[src/rtl/seq_mag_comparator_pkg.sv]
// Shared types and constants for the sequential magnitude comparator.
package comp_pkg;

  // Controller states: waiting for a request, or walking slices MSB first.
  typedef enum logic {
    IDLE = 1'b0,
    CMP  = 1'b1
  } state_e;

  // Result encoding offered to consumers that prefer a packed code over flags.
  localparam logic [1:0] RES_EQ = 2'd0;
  localparam logic [1:0] RES_GT = 2'd1;
  localparam logic [1:0] RES_LT = 2'd2;

  // Number of DIGIT-wide slices in a WIDTH-wide operand.
  function automatic int slice_count(input int width, input int digit);
    return width / digit;
  endfunction

endpackage

[src/rtl/seq_mag_comparator_if.sv]
// Request/result bundle for the sequential magnitude comparator.
//
// Handshake: the requester raises start with a/b valid; the request is taken
// on a rising edge where busy=0 (start is the valid, !busy is the ready).
// a/b are sampled only on that edge. done pulses for one cycle when the result
// is ready; eq/gt/lt then hold until the next accepted start clears them.
interface seq_mag_comparator_if #(
  parameter int WIDTH = 8
);
  logic             start;
  logic [WIDTH-1:0] a;
  logic [WIDTH-1:0] b;
  logic             busy;
  logic             done;
  logic             eq;
  logic             gt;
  logic             lt;

  modport master (output start, a, b, input busy, done, eq, gt, lt);
  modport slave  (input start, a, b, output busy, done, eq, gt, lt);
endinterface

[src/rtl/seq_mag_comparator_slice_cmp.sv]
// Unsigned compare of one DIGIT-wide slice pair; purely combinational.
module slice_cmp #(
  parameter int DIGIT = 2
) (
  input  logic [DIGIT-1:0] x,
  input  logic [DIGIT-1:0] y,
  output logic             s_eq,
  output logic             s_gt
);
  assign s_eq = (x == y);
  assign s_gt = (x > y);
endmodule

[src/rtl/seq_mag_comparator.sv]
// Multi-cycle magnitude comparator: walks the operands DIGIT bits per cycle
// from the MSB slice down and stops at the first slice that differs.
module seq_mag_comparator
  import comp_pkg::*;
#(
  parameter int WIDTH  = 8,
  parameter int DIGIT  = 2,
  parameter int SIGNED = 0
) (
  input  logic                 clk,
  input  logic                 rst,
  seq_mag_comparator_if.slave  bus,
  output state_e               state_o
);

  localparam int N     = slice_count(WIDTH, DIGIT);
  localparam int IDX_W = (N > 1) ? $clog2(N) : 1;

  // Flipping both sign bits maps two's-complement order onto unsigned order.
  localparam logic [WIDTH-1:0] SIGN_MASK =
    (SIGNED != 0) ? (WIDTH'(1) << (WIDTH - 1)) : '0;

  if ((WIDTH % DIGIT) != 0) begin : g_bad_digit
    $error("seq_mag_comparator: WIDTH must be a multiple of DIGIT");
  end

  state_e           state_q;
  logic [WIDTH-1:0] ra_q;
  logic [WIDTH-1:0] rb_q;
  logic [IDX_W-1:0] idx_q;
  logic             done_q;
  logic             eq_q;
  logic             gt_q;
  logic             lt_q;

  logic [DIGIT-1:0] slice_a_d;
  logic [DIGIT-1:0] slice_b_d;
  logic             s_eq;
  logic             s_gt;

  // Pick the slice currently under inspection.
  always_comb begin
    slice_a_d = ra_q[idx_q * DIGIT +: DIGIT];
    slice_b_d = rb_q[idx_q * DIGIT +: DIGIT];
  end

  slice_cmp #(.DIGIT(DIGIT)) u_slice_cmp (
    .x    (slice_a_d),
    .y    (slice_b_d),
    .s_eq (s_eq),
    .s_gt (s_gt)
  );

  // Controller: accept a request in IDLE, then decide one slice per cycle.
  always_ff @(posedge clk or posedge rst) begin
    if (rst) begin
      state_q <= IDLE;
      ra_q    <= '0;
      rb_q    <= '0;
      idx_q   <= '0;
      done_q  <= 1'b0;
      eq_q    <= 1'b0;
      gt_q    <= 1'b0;
      lt_q    <= 1'b0;
    end else begin
      done_q <= 1'b0;
      case (state_q)
        IDLE: begin
          if (bus.start) begin
            ra_q    <= bus.a ^ SIGN_MASK;
            rb_q    <= bus.b ^ SIGN_MASK;
            idx_q   <= IDX_W'(N - 1);
            eq_q    <= 1'b0;
            gt_q    <= 1'b0;
            lt_q    <= 1'b0;
            state_q <= CMP;
          end
        end
        CMP: begin
          if (!s_eq) begin
            gt_q    <= s_gt;
            lt_q    <= !s_gt;
            done_q  <= 1'b1;
            state_q <= IDLE;
          end else if (idx_q == '0) begin
            eq_q    <= 1'b1;
            done_q  <= 1'b1;
            state_q <= IDLE;
          end else begin
            idx_q <= idx_q - 1'b1;
          end
        end
        default: state_q <= IDLE;
      endcase
    end
  end

  assign bus.busy = (state_q == CMP);
  assign bus.done = done_q;
  assign bus.eq   = eq_q;
  assign bus.gt   = gt_q;
  assign bus.lt   = lt_q;
  assign state_o  = state_q;

endmodule
[src/flat_wrapper.sv]
// flat-port wrapper written by rule: the top's interface ports become plain ports
module seq_mag_comparator_flat import comp_pkg::*;
#(
  parameter int WIDTH  = 8,
  parameter int DIGIT  = 2,
  parameter int SIGNED = 0
)
  (clk, rst, state_o, bus_start, bus_a, bus_b, bus_busy, bus_done, bus_eq, bus_gt, bus_lt);
  seq_mag_comparator_if #(.WIDTH(WIDTH)) bus_i ();
  input  logic clk;
  input  logic rst;
  output state_e state_o;
  input wire logic [$bits(bus_i.start)-1:0] bus_start;
  input wire logic [$bits(bus_i.a)-1:0] bus_a;
  input wire logic [$bits(bus_i.b)-1:0] bus_b;
  output wire logic [$bits(bus_i.busy)-1:0] bus_busy;
  output wire logic [$bits(bus_i.done)-1:0] bus_done;
  output wire logic [$bits(bus_i.eq)-1:0] bus_eq;
  output wire logic [$bits(bus_i.gt)-1:0] bus_gt;
  output wire logic [$bits(bus_i.lt)-1:0] bus_lt;
  assign bus_i.start = bus_start;
  assign bus_i.a = bus_a;
  assign bus_i.b = bus_b;
  assign bus_busy = bus_i.busy;
  assign bus_done = bus_i.done;
  assign bus_eq = bus_i.eq;
  assign bus_gt = bus_i.gt;
  assign bus_lt = bus_i.lt;
  seq_mag_comparator #(.WIDTH(WIDTH), .DIGIT(DIGIT), .SIGNED(SIGNED)) u_core (.clk(clk), .rst(rst), .bus(bus_i), .state_o(state_o));
endmodule
[config.mk]
export PLATFORM = sky130hd
export DESIGN_NAME = seq_mag_comparator_flat
export DESIGN_NICKNAME = d
export VERILOG_FILES = /design/src/rtl/seq_mag_comparator_pkg.sv /design/src/rtl/seq_mag_comparator_if.sv /design/src/rtl/seq_mag_comparator_slice_cmp.sv /design/src/rtl/seq_mag_comparator.sv /design/src/flat_wrapper.sv
export SDC_FILE = /design/constraint.sdc
export NUM_CORES = 1
export LEC_CHECK = 0
export CAP_MARGIN = 30
export CELL_PAD_IN_SITES_DETAIL_PLACEMENT = 1
export CELL_PAD_IN_SITES_GLOBAL_PLACEMENT = 2
export CORE_MARGIN = 4
export CORE_UTILIZATION = 44
export DETAILED_ROUTE_END_ITERATION = 7
export DONT_BUFFER_PORTS = 1
export PLACE_DENSITY_LB_ADDON = 0.3
export SYNTH_ARGS = -nofsm -noshare
export SYNTH_HDL_FRONTEND = slang
export SYNTH_SLANG_ARGS = --single-unit
[constraint.sdc]
create_clock -name clk -period 3.2 [get_ports clk]
set_clock_uncertainty 0.05 [all_clocks]
set_input_delay 0.64 -clock clk [delete_from_list [all_inputs] [get_ports clk]]
set_output_delay 0.64 -clock clk [all_outputs]
set_load 0.02 [all_outputs]
==> flow_summary.ini <==
[global_route]
grt_pass1_vias = 662
grt_first_pass_wirelength_mm = 3.15
antenna_found_initial = 0
grtUsageMet1 = 0.154
top_usage_layer = met2
grt_max_degree = 24
grt.overflow.total = 0
met2_usage = 0.201
grtUsageMet3 = 0.0329
grt_usage = 0.122

[sta]
tns_ns = 0
fmax_mhz = 469
fin_crit_sh = 0.667
slew_headroom = 0.421
setup_violations = 0
rsz0062_at_grt = no
worst_pin_slew_ns = 0.867
slew_violations = 0
period_minus_slack_ns = 2.13
hold_violations = 0

[finish]
drive_gt1_frac = 0.329
area.growth.synth_to_final_pct = 0.336
diodes = 0
fin_nets = 99

[setup_path]
start_kind = flop
endpoint_kind = flop
arrival_ns = 2.29
reg2reg_to = u_core.bus.lt$_DFFE_PP0P_
reg2reg_slack_ns = 1.07
worst-setup-path-type = reg -> reg
ff2ff_path_depth = 5
cp.required_ns = 3.36
critPathMaxFanout = 7
r2r-start = u_core.idx_q[0]$_DFFE_PP0P_

[cts]
clkSinkCount = 23
cts_buffers = 3
clkSlewWorstSetupHoldPaths_ns = 0.12
cts_resized = 0
clkLatencyLatePin_ns = 0.31
cts_tree = done
cts_hold_buf = 0
post_cts_buffers = 0
cts-root-buf = clkbuf_4
cts-htree-levels = 1
cts_buffer_depth = 2

[hold_path]
hp-class = in -> async

[run]
drv_cap = 0

[yosys]
ys_warn_count = 0
synth_area_um2 = 1120
syn_area_per_cell_um2 = 14.5
ys_ff_latch = 23
yosysSeqAreaShare = 0.515
synth.area.top_cells = dfrtp_1 (52%), mux2_4 (9.4%), mux2_2 (9.1%)
netlist_instances = 77
synth.largest_area_cell = dfrtp_1
yosysUniqueCellTypes = 26
syn-num-nets = 99
synth_top_area_frac = 0.515

[die]
die_h_um = 58.4
start_util = 0.482
die_area_um2 = 3410
core_um2 = 2320
fp.dieW_um = 58.4
rows = 17
pin_count = 25

[power_and_ir_drop]
total_power_mw = 1.18
power.density_nw_per_um2 = 1050
ir_worst_vdd_mv = 0.485
p_leak_nw = 0.511

[routing]
vias_per_cell = 5.70
drc = 0
ant_nets = 0
drt_iter0_drc = 2
num_vias = 593
wl_per_cell_um = 18.2
totalWireLength_mm = 1.89
firstDrtPassIters = 2

[status]
status = finished clean

[place]
gp_congestion = 0.784
port_buffers = 0
dp_hpwl_mm = 1.42
==> cell usage after synthesis (all sizes together) <==
cell      n
dfrtp    23
mux2     16
inv       6
buf       5
mux4      4
nor2      4
ha        3
nand2     3
a21oi     1
a311oi    1
a32o      1
a41oi     1
and2      1
mux2i     1
nand3     1
nand3b    1
nor2b     1
nor3      1
o21ai     1
o2bb2ai   1
or2       1
==> sequential cells by signal, indices dropped and copies added (netlist names) <==
register / flops
u_core.ra_q: 8
u_core.bus.lt: 1
u_core.rb_q: 8
u_core.idx_q: 2
u_core.bus.busy: 1
u_core.bus.eq: 1
u_core.bus.done: 1
u_core.bus.gt: 1
==> kinds of logic after synthesis <==
kind of cell    Yosys count  share of synthesized area
mux                      21                      0.274
buf+inv                  11                     0.0728
flops                    23                      0.515
simple gates             13                     0.0627
compound gates            6                     0.0414
fa+ha+maj                 3                     0.0336
==> report_power, final <==
part | internal [mW] | switching (mW)
clock | 0.0466 | 0.0828
sequential | 0.417 | 0.138
combinational | 0.279 | 0.214
total | 0.743 | 0.435
==> through the flow <==
step,hold WS [ns],setup slack (ns),utilization,cells,instance area (um^2)
CTS,0.350,1.05,0.484,104,1120
finish,0.335,1.07,0.484,104,1120
global placement,0.436,1.13,0.472,100,1090
floorplan,0.425,1.29,-,77,1120
detailed placement,0.446,1.07,0.472,100,1090
global route,0.386,0.894,0.484,104,1120
==> per-layer routing <==
layer,vias up,share of wire
li1,270,-
met1,305,0.46
met2,16,0.48
met3,2,0.045
met4,0,0.012
met5,-,0
==> how the worst max path moves through the flow <==
stage	slack [ns]	from	end	cells past startpoint
floorplan	1.29	u_core.idx_q[0]$_DFFE_PP0P_	u_core.bus.lt$_DFFE_PP0P_	6
global placement	1.13	u_core.idx_q[0]$_DFFE_PP0P_	u_core.bus.lt$_DFFE_PP0P_	5
detailed placement	1.07	u_core.idx_q[0]$_DFFE_PP0P_	u_core.bus.lt$_DFFE_PP0P_	5
CTS	1.05	u_core.idx_q[0]$_DFFE_PP0P_	u_core.bus.lt$_DFFE_PP0P_	5
global route	0.89	u_core.idx_q[0]$_DFFE_PP0P_	u_core.idx_q[0]$_DFFE_PP0P_	5
finish	1.07	u_core.idx_q[0]$_DFFE_PP0P_	u_core.bus.lt$_DFFE_PP0P_	5
==> layout make-up <==
type	instances	area (um^2)
inverters	6	22.5
clock buffers	3	22.5
clock inverters	1	5.00
fillers	233	1200
flip-flops and latches	23	576
well taps	28	35.0
multi-input cells	43	460
==> placed cells by master (no fill, tap or decap), drive strengths merged <==
master and n:
nor2 4, a32o 1, nor3 1, nor2b 1
clkinv 1, o21ai 1, mux2 16, a41oi 1
dfrtp 23, and2 1, mux4 4, mux2i 1
nand3 1, a311oi 1, ha 3, or2 1
o2bb2ai 1, a21oi 1, clkbuf 3, inv 6
nand3b 1, nand2 3
==> critical path, stage by stage, from the launching register on <==
cell	delay [ns]
dfrtp_1	0.55
mux4_2	0.55
ha_1	0.38
nand3_1	0.13
o21ai_0	0.13
a32o_1	0.24
Power figures use the tool's default switching activity.
